## config.mk

```make
export PLATFORM = sky130hd
export DESIGN_NAME = video_ts_task_sched_flat
export DESIGN_NICKNAME = d
export VERILOG_FILES = /design/src/rtl/video_ts_task_sched_pkg.sv /design/src/rtl/video_ts_task_sched_if.sv /design/src/rtl/video_ts_task_sched_fifo.sv /design/src/rtl/video_ts_task_sched.sv /design/src/flat_wrapper.sv
export SDC_FILE = /design/constraint.sdc
export NUM_CORES = 1
export LEC_CHECK = 0
export CAP_MARGIN = 20
export CORE_UTILIZATION = 35
export CTS_CLUSTER_DIAMETER = 30
export DETAILED_ROUTE_END_ITERATION = 8
export SYNTH_ARGS = -nofsm -noshare
export SYNTH_HDL_FRONTEND = slang
export SYNTH_SLANG_ARGS = --single-unit
```

## constraint.sdc

```tcl
create_clock -name clk -period 3.55 [get_ports clk]
set_input_delay 0.71 -clock clk [delete_from_list [all_inputs] [get_ports clk]]
set_output_delay 0.71 -clock clk [all_outputs]
set_load 0.05 [all_outputs]
```

## src/rtl/video_ts_task_sched_pkg.sv

```systemverilog
// Shared types for the TS-line task scheduler:
// task bundle, FSM states and task cost helper.
package video_ts_pkg;
  localparam int TS_X_W    = 9;
  localparam int TS_SZ_W   = 3;
  localparam int TS_ADDR_W = 6;
  localparam int TS_LINE_W = 9;
  localparam int TS_PAGE_W = 8;
  localparam int TS_PAL_W  = 4;

  typedef struct packed {
    logic [TS_X_W-1:0]    x;
    logic [TS_SZ_W-1:0]   size;
    logic                 flip;
    logic [TS_ADDR_W-1:0] addr;
    logic [TS_LINE_W-1:0] line;
    logic [TS_PAGE_W-1:0] page;
    logic [TS_PAL_W-1:0]  pal;
  } ts_task_t;

  typedef enum logic [1:0] {
    ST_IDLE = 2'd0,
    ST_RUN  = 2'd1,
    ST_STOP = 2'd2,
    ST_DONE = 2'd3
  } ts_state_e;

  // DRAM words fetched by one task: two per render cycle.
  function automatic logic [TS_SZ_W+1:0] ts_cost(
    input logic [TS_SZ_W-1:0] size
  );
    return {({1'b0, size} + 4'd1), 1'b0};
  endfunction
endpackage

```

## src/rtl/video_ts_task_sched_if.sv

```systemverilog
// Task push channel from the TS descriptor parser
// into the scheduler (valid/ready handshake).
interface video_ts_task_sched_if;
  logic       task_valid;
  logic       task_ready;
  logic [8:0] task_x;
  logic [2:0] task_size;
  logic       task_flip;
  logic [5:0] task_addr;
  logic [8:0] task_line;
  logic [7:0] task_page;
  logic [3:0] task_pal;

  modport master (
    output task_valid, task_x, task_size, task_flip,
    output task_addr, task_line, task_page, task_pal,
    input  task_ready
  );

  modport slave (
    input  task_valid, task_x, task_size, task_flip,
    input  task_addr, task_line, task_page, task_pal,
    output task_ready
  );
endinterface

```

## src/rtl/video_ts_task_sched_fifo.sv

```systemverilog
// Small synchronous task FIFO with flush and a
// registered head entry for the renderer.
module video_ts_task_fifo
  import video_ts_pkg::*;
#(
  parameter int DEPTH_LOG2 = 2
) (
  input  logic     clk,
  input  logic     reset,
  input  logic     flush,
  input  logic     push,
  input  logic     pop,
  input  ts_task_t wdata,
  output ts_task_t rdata,
  output logic     full,
  output logic     empty
);
  localparam int DEPTH = 1 << DEPTH_LOG2;
  localparam logic [DEPTH_LOG2-1:0] P1 = DEPTH_LOG2'(1);
  localparam logic [DEPTH_LOG2:0]   C1 = (DEPTH_LOG2+1)'(1);

  ts_task_t mem [DEPTH];
  logic [DEPTH_LOG2-1:0] wptr, rptr, rptr_n;
  logic [DEPTH_LOG2:0]   count, left, count_n;
  logic                  push_ok, pop_ok;

  assign full    = count == (DEPTH_LOG2+1)'(DEPTH);
  assign empty   = count == '0;
  assign push_ok = push & ~full;
  assign pop_ok  = pop & ~empty;

  // Next read pointer and occupancy after this cycle.
  always_comb begin
    rptr_n = rptr;
    left   = count;
    if (pop_ok) begin
      rptr_n = rptr + P1;
      left   = count - C1;
    end
    count_n = push_ok ? left + C1 : left;
  end

  // Pointers, count and the registered head entry.
  always_ff @(posedge clk or posedge reset) begin
    if (reset) begin
      wptr  <= '0;
      rptr  <= '0;
      count <= '0;
      rdata <= '0;
    end else if (flush) begin
      wptr  <= '0;
      rptr  <= '0;
      count <= '0;
      rdata <= '0;
    end else begin
      if (push_ok) wptr <= wptr + P1;
      rptr  <= rptr_n;
      count <= count_n;
      if (left == '0) begin
        if (push_ok) rdata <= wdata;
      end else begin
        rdata <= mem[rptr_n];
      end
    end
  end

  // Storage array; written only on accepted pushes.
  always_ff @(posedge clk) begin
    if (push_ok && !flush) mem[wptr] <= wdata;
  end
endmodule

```

## src/rtl/video_ts_task_sched.sv

```systemverilog
// TS-line task scheduler: queues render tasks,
// issues them under a per-line DRAM word budget.
module video_ts_task_sched
  import video_ts_pkg::*;
#(
  parameter int DEPTH_LOG2 = 2,
  parameter int BUDGET_W   = 10
) (
  input  logic                clk,
  input  logic                reset,
  input  logic                line_start,
  input  logic [BUDGET_W-1:0] budget,
  video_ts_task_sched_if.slave tq,
  input  logic                list_end,
  output logic                tsr_reset,
  output logic                tsr_go,
  output logic [8:0]          tsr_x_coord,
  output logic [2:0]          tsr_x_size,
  output logic                tsr_flip,
  output logic [5:0]          tsr_addr,
  output logic [8:0]          tsr_line,
  output logic [7:0]          tsr_page,
  output logic [3:0]          tsr_pal,
  input  logic                tsr_mem_rdy,
  output logic                line_done,
  output logic                ovf
);
  ts_state_e           state, state_n;
  ts_task_t            head, wtask;
  logic [BUDGET_W-1:0] remaining, cost;
  logic                empty, full, fits;
  logic                rdy, stop_hit, push, flush;

  assign cost  = BUDGET_W'(ts_cost(head.size));
  assign fits  = cost <= remaining;
  assign push  = tq.task_valid & rdy;
  assign flush = line_start | stop_hit;

  assign tq.task_ready = rdy;
  assign tsr_reset     = line_start | reset;

  assign wtask = '{x: tq.task_x, size: tq.task_size,
                   flip: tq.task_flip, addr: tq.task_addr,
                   line: tq.task_line, page: tq.task_page,
                   pal: tq.task_pal};

  assign tsr_x_coord = head.x;
  assign tsr_x_size  = head.size;
  assign tsr_flip    = head.flip;
  assign tsr_addr    = head.addr;
  assign tsr_line    = head.line;
  assign tsr_page    = head.page;
  assign tsr_pal     = head.pal;

  video_ts_task_fifo #(.DEPTH_LOG2(DEPTH_LOG2)) u_fifo (
    .clk   (clk),
    .reset (reset),
    .flush (flush),
    .push  (push),
    .pop   (tsr_go),
    .wdata (wtask),
    .rdata (head),
    .full  (full),
    .empty (empty)
  );

  // Line sequencing state register.
  always_ff @(posedge clk or posedge reset) begin
    if (reset) state <= ST_IDLE;
    else       state <= state_n;
  end

  // Next state: line_start restarts from anywhere.
  always_comb begin
    state_n = state;
    if (line_start) begin
      state_n = ST_RUN;
    end else begin
      unique case (state)
        ST_RUN: begin
          if (!empty && !fits)
            state_n = ST_STOP;
          else if (list_end && empty && tsr_mem_rdy)
            state_n = ST_DONE;
        end
        ST_STOP: begin
          if (empty && tsr_mem_rdy) state_n = ST_DONE;
        end
        default: ;
      endcase
    end
  end

  // Handshake, issue strobe and budget-stop detect.
  always_comb begin
    rdy      = 1'b0;
    tsr_go   = 1'b0;
    stop_hit = 1'b0;
    if (state == ST_RUN && !line_start) begin
      rdy      = ~full;
      tsr_go   = ~empty & tsr_mem_rdy & fits;
      stop_hit = ~empty & ~fits;
    end
  end

  // Budget counter and line status flags.
  always_ff @(posedge clk or posedge reset) begin
    if (reset) begin
      remaining <= '0;
      ovf       <= 1'b0;
      line_done <= 1'b0;
    end else begin
      line_done <= state_n == ST_DONE;
      if (line_start) begin
        remaining <= budget;
        ovf       <= 1'b0;
      end else begin
        if (tsr_go)   remaining <= remaining - cost;
        if (stop_hit) ovf <= 1'b1;
      end
    end
  end
endmodule

```

## src/flat_wrapper.sv

```systemverilog
// flat-port wrapper written by rule: the top's interface ports become plain ports
module video_ts_task_sched_flat import video_ts_pkg::*;
#(
  parameter int DEPTH_LOG2 = 2,
  parameter int BUDGET_W   = 10
)
  (clk, reset, line_start, budget, list_end, tsr_reset, tsr_go, tsr_x_coord, tsr_x_size, tsr_flip, tsr_addr, tsr_line, tsr_page, tsr_pal, tsr_mem_rdy, line_done, ovf, tq_task_valid, tq_task_x, tq_task_size, tq_task_flip, tq_task_addr, tq_task_line, tq_task_page, tq_task_pal, tq_task_ready);
  video_ts_task_sched_if tq_i ();
  input  logic clk;
  input  logic reset;
  input  logic line_start;
  input  logic [BUDGET_W-1:0] budget;
  input  logic list_end;
  output logic tsr_reset;
  output logic tsr_go;
  output logic [8:0] tsr_x_coord;
  output logic [2:0] tsr_x_size;
  output logic tsr_flip;
  output logic [5:0] tsr_addr;
  output logic [8:0] tsr_line;
  output logic [7:0] tsr_page;
  output logic [3:0] tsr_pal;
  input  logic tsr_mem_rdy;
  output logic line_done;
  output logic ovf;
  input wire logic [$bits(tq_i.task_valid)-1:0] tq_task_valid;
  input wire logic [$bits(tq_i.task_x)-1:0] tq_task_x;
  input wire logic [$bits(tq_i.task_size)-1:0] tq_task_size;
  input wire logic [$bits(tq_i.task_flip)-1:0] tq_task_flip;
  input wire logic [$bits(tq_i.task_addr)-1:0] tq_task_addr;
  input wire logic [$bits(tq_i.task_line)-1:0] tq_task_line;
  input wire logic [$bits(tq_i.task_page)-1:0] tq_task_page;
  input wire logic [$bits(tq_i.task_pal)-1:0] tq_task_pal;
  output wire logic [$bits(tq_i.task_ready)-1:0] tq_task_ready;
  assign tq_i.task_valid = tq_task_valid;
  assign tq_i.task_x = tq_task_x;
  assign tq_i.task_size = tq_task_size;
  assign tq_i.task_flip = tq_task_flip;
  assign tq_i.task_addr = tq_task_addr;
  assign tq_i.task_line = tq_task_line;
  assign tq_i.task_page = tq_task_page;
  assign tq_i.task_pal = tq_task_pal;
  assign tq_task_ready = tq_i.task_ready;
  video_ts_task_sched #(.DEPTH_LOG2(DEPTH_LOG2), .BUDGET_W(BUDGET_W)) u_core (.clk(clk), .reset(reset), .line_start(line_start), .budget(budget), .tq(tq_i), .list_end(list_end), .tsr_reset(tsr_reset), .tsr_go(tsr_go), .tsr_x_coord(tsr_x_coord), .tsr_x_size(tsr_x_size), .tsr_flip(tsr_flip), .tsr_addr(tsr_addr), .tsr_line(tsr_line), .tsr_page(tsr_page), .tsr_pal(tsr_pal), .tsr_mem_rdy(tsr_mem_rdy), .line_done(line_done), .ovf(ovf));
endmodule
```

==> flow_summary.ini <==
[timing]
fin_skew_ns = 0.0183
hold_slack_ns = 0.513
slew_violations = 0
tightest_slew_ns = 1.00
slew_headroom_pct = 33.3
setup_tns_ns = 0
fin_crit_sh_pct = 96.0
fmax_ghz = 0.293
setup_viol = 0
final.min_clock_period_ns = 3.41
hold_viol_final = 0

[drt]
drt-total-wl_um = 31700
dr.max_layer_used = met4
drc = 6
wl_met3_um = 2030
wl_met2_um = 15100
num_vias = 8668
drt-met1-wl_um = 13800
via_per_inst = 5.80
ant_nets = 0
wl_per_cell_um = 21.2
drt-pass1-iter-count = 7
first_iter_violations = 706

[place]
placed_cells = 1384
hpwl_um = 17700
port_buffers = 100
placed_area_mm2 = 0.0126
gp_congestion = 0.794

[power]
p_per_area_mw_per_mm2 = 820
ir_drop_v = 0.000466
power_leakage_nw = 5.20
power_mw = 12.0

[run_status]
outcome = finished with violations
violations = DRC

[setup_path]
cp-start-kind = flip-flop
path_class = reg2reg
slowest_delay_ns = 0.42
path_cells = ha_2 -> inv_1 -> ha_1 -> nand4bb_1 -> o211a_1 -> a21o_2 -> inv_4 -> mux2i_2 -> inv_1 -> ha_1 -> nor2b_1 -> a211oi_4 -> buf_4 -> buf_12 -> o21ai_0 -> o21ai_2
critPathCaptureType = flip-flop
cp_max_fo = 19
slowest_stage = dfrtp_2
cp.arrival_ns = 3.86
worstPathRequired_ns = 4.00
r2r_cells = 16

[yosys]
syn_area_mm2 = 0.0111
synth-seq-cells = 221
synth-seq-area-share_pct = 57.2
synth_top_family_by_area = compound AO/OA/AOI/OAI gates
synth_area_per_cell_um2 = 11.8
synth_compound_gate_area_share_pct = 22.6
synthAdderAreaFrac_pct = 1.99
synth-edff-count = 160
ys.flop_type = edfxtp_1
synth_xor_area_share_pct = 0.780
synthMuxAreaShare_pct = 4.55
syn_nets = 1015
yosysWarnings = 0
yosys.area_share.simple_pct = 8.21
async_reset_ff_share_pct = 27.6
ys_types = 59
synthCells = 942

[cts]
hold_buffers = 0
cts_sinks = 221
clk_latency_ns = 0.56
clk_pin_slew_ns = 0.04
cts_tree = done
cts_buffer_depth = 3
cts_max_level = 2
cts_made_buffers = 55
cts-root-buf = clkbuf_16

[floorplan]
initial_utilization_pct = 35.9
num_rows = 64
dieWidth_um = 180
coreArea_mm2 = 0.0308
die_y_um = 180
io_pins = 101
dieArea_mm2 = 0.0324

[layout]
layout-drive-gt1-share_pct = 20.1
area_growth_pct = 32.5
final_design_area_no_fill_mm2 = 0.0147
finish.net_count = 1123
fill_cells = 2662
instances_no_fill = 1494

[run]
drv_cap = 0

[min_path]
hp-class = reg2reg
holdPathStages = 1

[global_routing]
grt_usage_pct = 19.4
grt_max_degree = 88
grt_remaining_overflow = 0
antenna_found_initial = 1
grt_pass1_wl_um = 49600
grt_pass1_vias = 8741
-- worst paths after layout --
| kind | startpoint | endpoint | slack [ns] |
|---|---|---|---|
| worst max register to register | u_core.u_fifo.rdata[28] | u_core.u_fifo.rdata[28] | 0.14 |
| max in group asynchronous | reset | u_core.u_fifo.rptr[1] | 2.06 |
| worst min-delay path | u_core.remaining[1] | u_core.remaining[1] | 0.51 |
| worst min register to register | u_core.remaining[1] | u_core.remaining[1] | 0.51 |
| min in group asynchronous | reset | u_core.remaining[3] | 0.81 |
| worst max-delay path | u_core.u_fifo.rdata[28] | u_core.u_fifo.rdata[28] | 0.14 |
-- worst max-delay path, delay by kind of cell, from the launching register on --
kind                       cells  cell delay [ns]
AOI/OAI and AO/OA              5             1.04
buffers and inverters          5             0.51
and+or+nand+nor                2             0.30
adders and majority gates      3             0.81
DFF                            1             0.42
muxes                          1             0.22
-- registers in the layout (all words and copies together) (netlist names), 2 cells and up --
name and flops:
u_core.u_fifo.count 3, u_core.u_fifo.rdata 40, u_core.u_fifo.mem 160, u_core.u_fifo.rptr 2
u_core.remaining 10, u_core.state 2, u_core.u_fifo.wptr 2
-- layer usage --
layer  track usage [%]  vias to the layer above
met2              32.0                      354
met1              25.4                     4335
met3              3.46                       63
met4              7.38                        0
li1                  -                     3916
met5                 0                        -
-- where the power goes --
part / total (mW) / internal [mW] / switching [mW] / leakage, nW
registers: 3.22 / 3.04 / 0.178 / 2.23
logic: 3.44 / 1.23 / 2.21 / 2.01
clock network: 5.36 / 3.80 / 1.56 / 0.956
total: 12.0 / 8.07 / 3.95 / 5.20
-- through the flow --
| stage | util (%) | setup WS [ns] |
|---|---|---|
| floorplan | - | 0.000260 |
| global placement | 40.8 | 0.0318 |
| detailed placement | 40.8 | -0.00183 |
| CTS | 47.3 | 0.0307 |
| global route | 47.6 | -0.0228 |
| finish | 47.6 | 0.141 |
-- Yosys cell counts, types with 2 or more instances --
library cell,instances,area (µm²)
a21o_1,5,37.5
o22a_1,38,333
a22oi_1,38,285
nor2_1,55,206
mux2_2,39,439
o2111ai_1,38,333
nor3_1,44,220
nor2b_1,4,25.0
o221ai_1,2,17.5
o21a_1,2,15.0
a211oi_1,41,308
a21oi_1,7,35.0
edfxtp_1,160,4800
buf_2,30,150
mux2i_1,5,50.1
o311ai_0,2,17.5
and2_1,2,12.5
buf_6,5,56.3
o21ai_0,69,345
a221o_1,3,30.0
a21boi_0,2,15.0
dfrtp_1,61,1530
o22ai_1,39,244
xnor2_1,7,61.3
nand2b_1,33,206
ha_1,16,200
clkbuf_1,49,184
inv_1,19,71.3
a31oi_1,5,31.3
buf_4,7,52.6
o21ai_2,19,166
nand3_1,6,30.0
or2b_1,5,37.5
and3_1,5,31.3
nand2_1,24,90.1
o21ai_1,33,165
-- cells by family (layout without fill, tap and decap cells) --
group | after synthesis | count (layout)
xor+xnor | 9 | 9
fa+ha+maj | 17 | 17
flops | 221 | 221
compound gates | 354 | 354
other cells | 0 | 1
simple gates | 184 | 184
buf+inv | 112 | 267
mux | 45 | 45
-- placed cells by master, fill, tap and decap left out, drive strengths merged, types with 33 or more instances in the layout --
cell / instances
nor2: 55
dfrtp: 61
edfxtp: 160
nor3: 45
clkdlybuf4s50: 97
o22a: 38
o2111ai: 38
o22ai: 39
buf: 44
o21ai: 121
a22oi: 38
nand2b: 33
mux2: 40
clkbuf: 68
a211oi: 42
-- timing repair --
action                                  CTS  global route
pin swaps                                 0             2
gates resized for setup                   1             3
cloned                                    0             1
setup buffers                             0             4
endpoints found under the setup margin    2            12
-- cell type report --
class / instances / area (µm²) / share of cell area [%]
Sequential cell: 221 / 6340 / 43.2
Inverter: 21 / 81.3 / 0.555
Multi-Input combinational cell: 609 / 4270 / 29.1
Tap cell: 396 / 495 / 3.38
Antenna cell: 1 / 2.50 / 0.0171
Timing Repair Buffer: 142 / 1460 / 9.98
Clock inverter: 37 / 543 / 3.70
Clock buffer: 67 / 1470 / 10.0
Note: power is estimated with default switching activity, not from simulation.
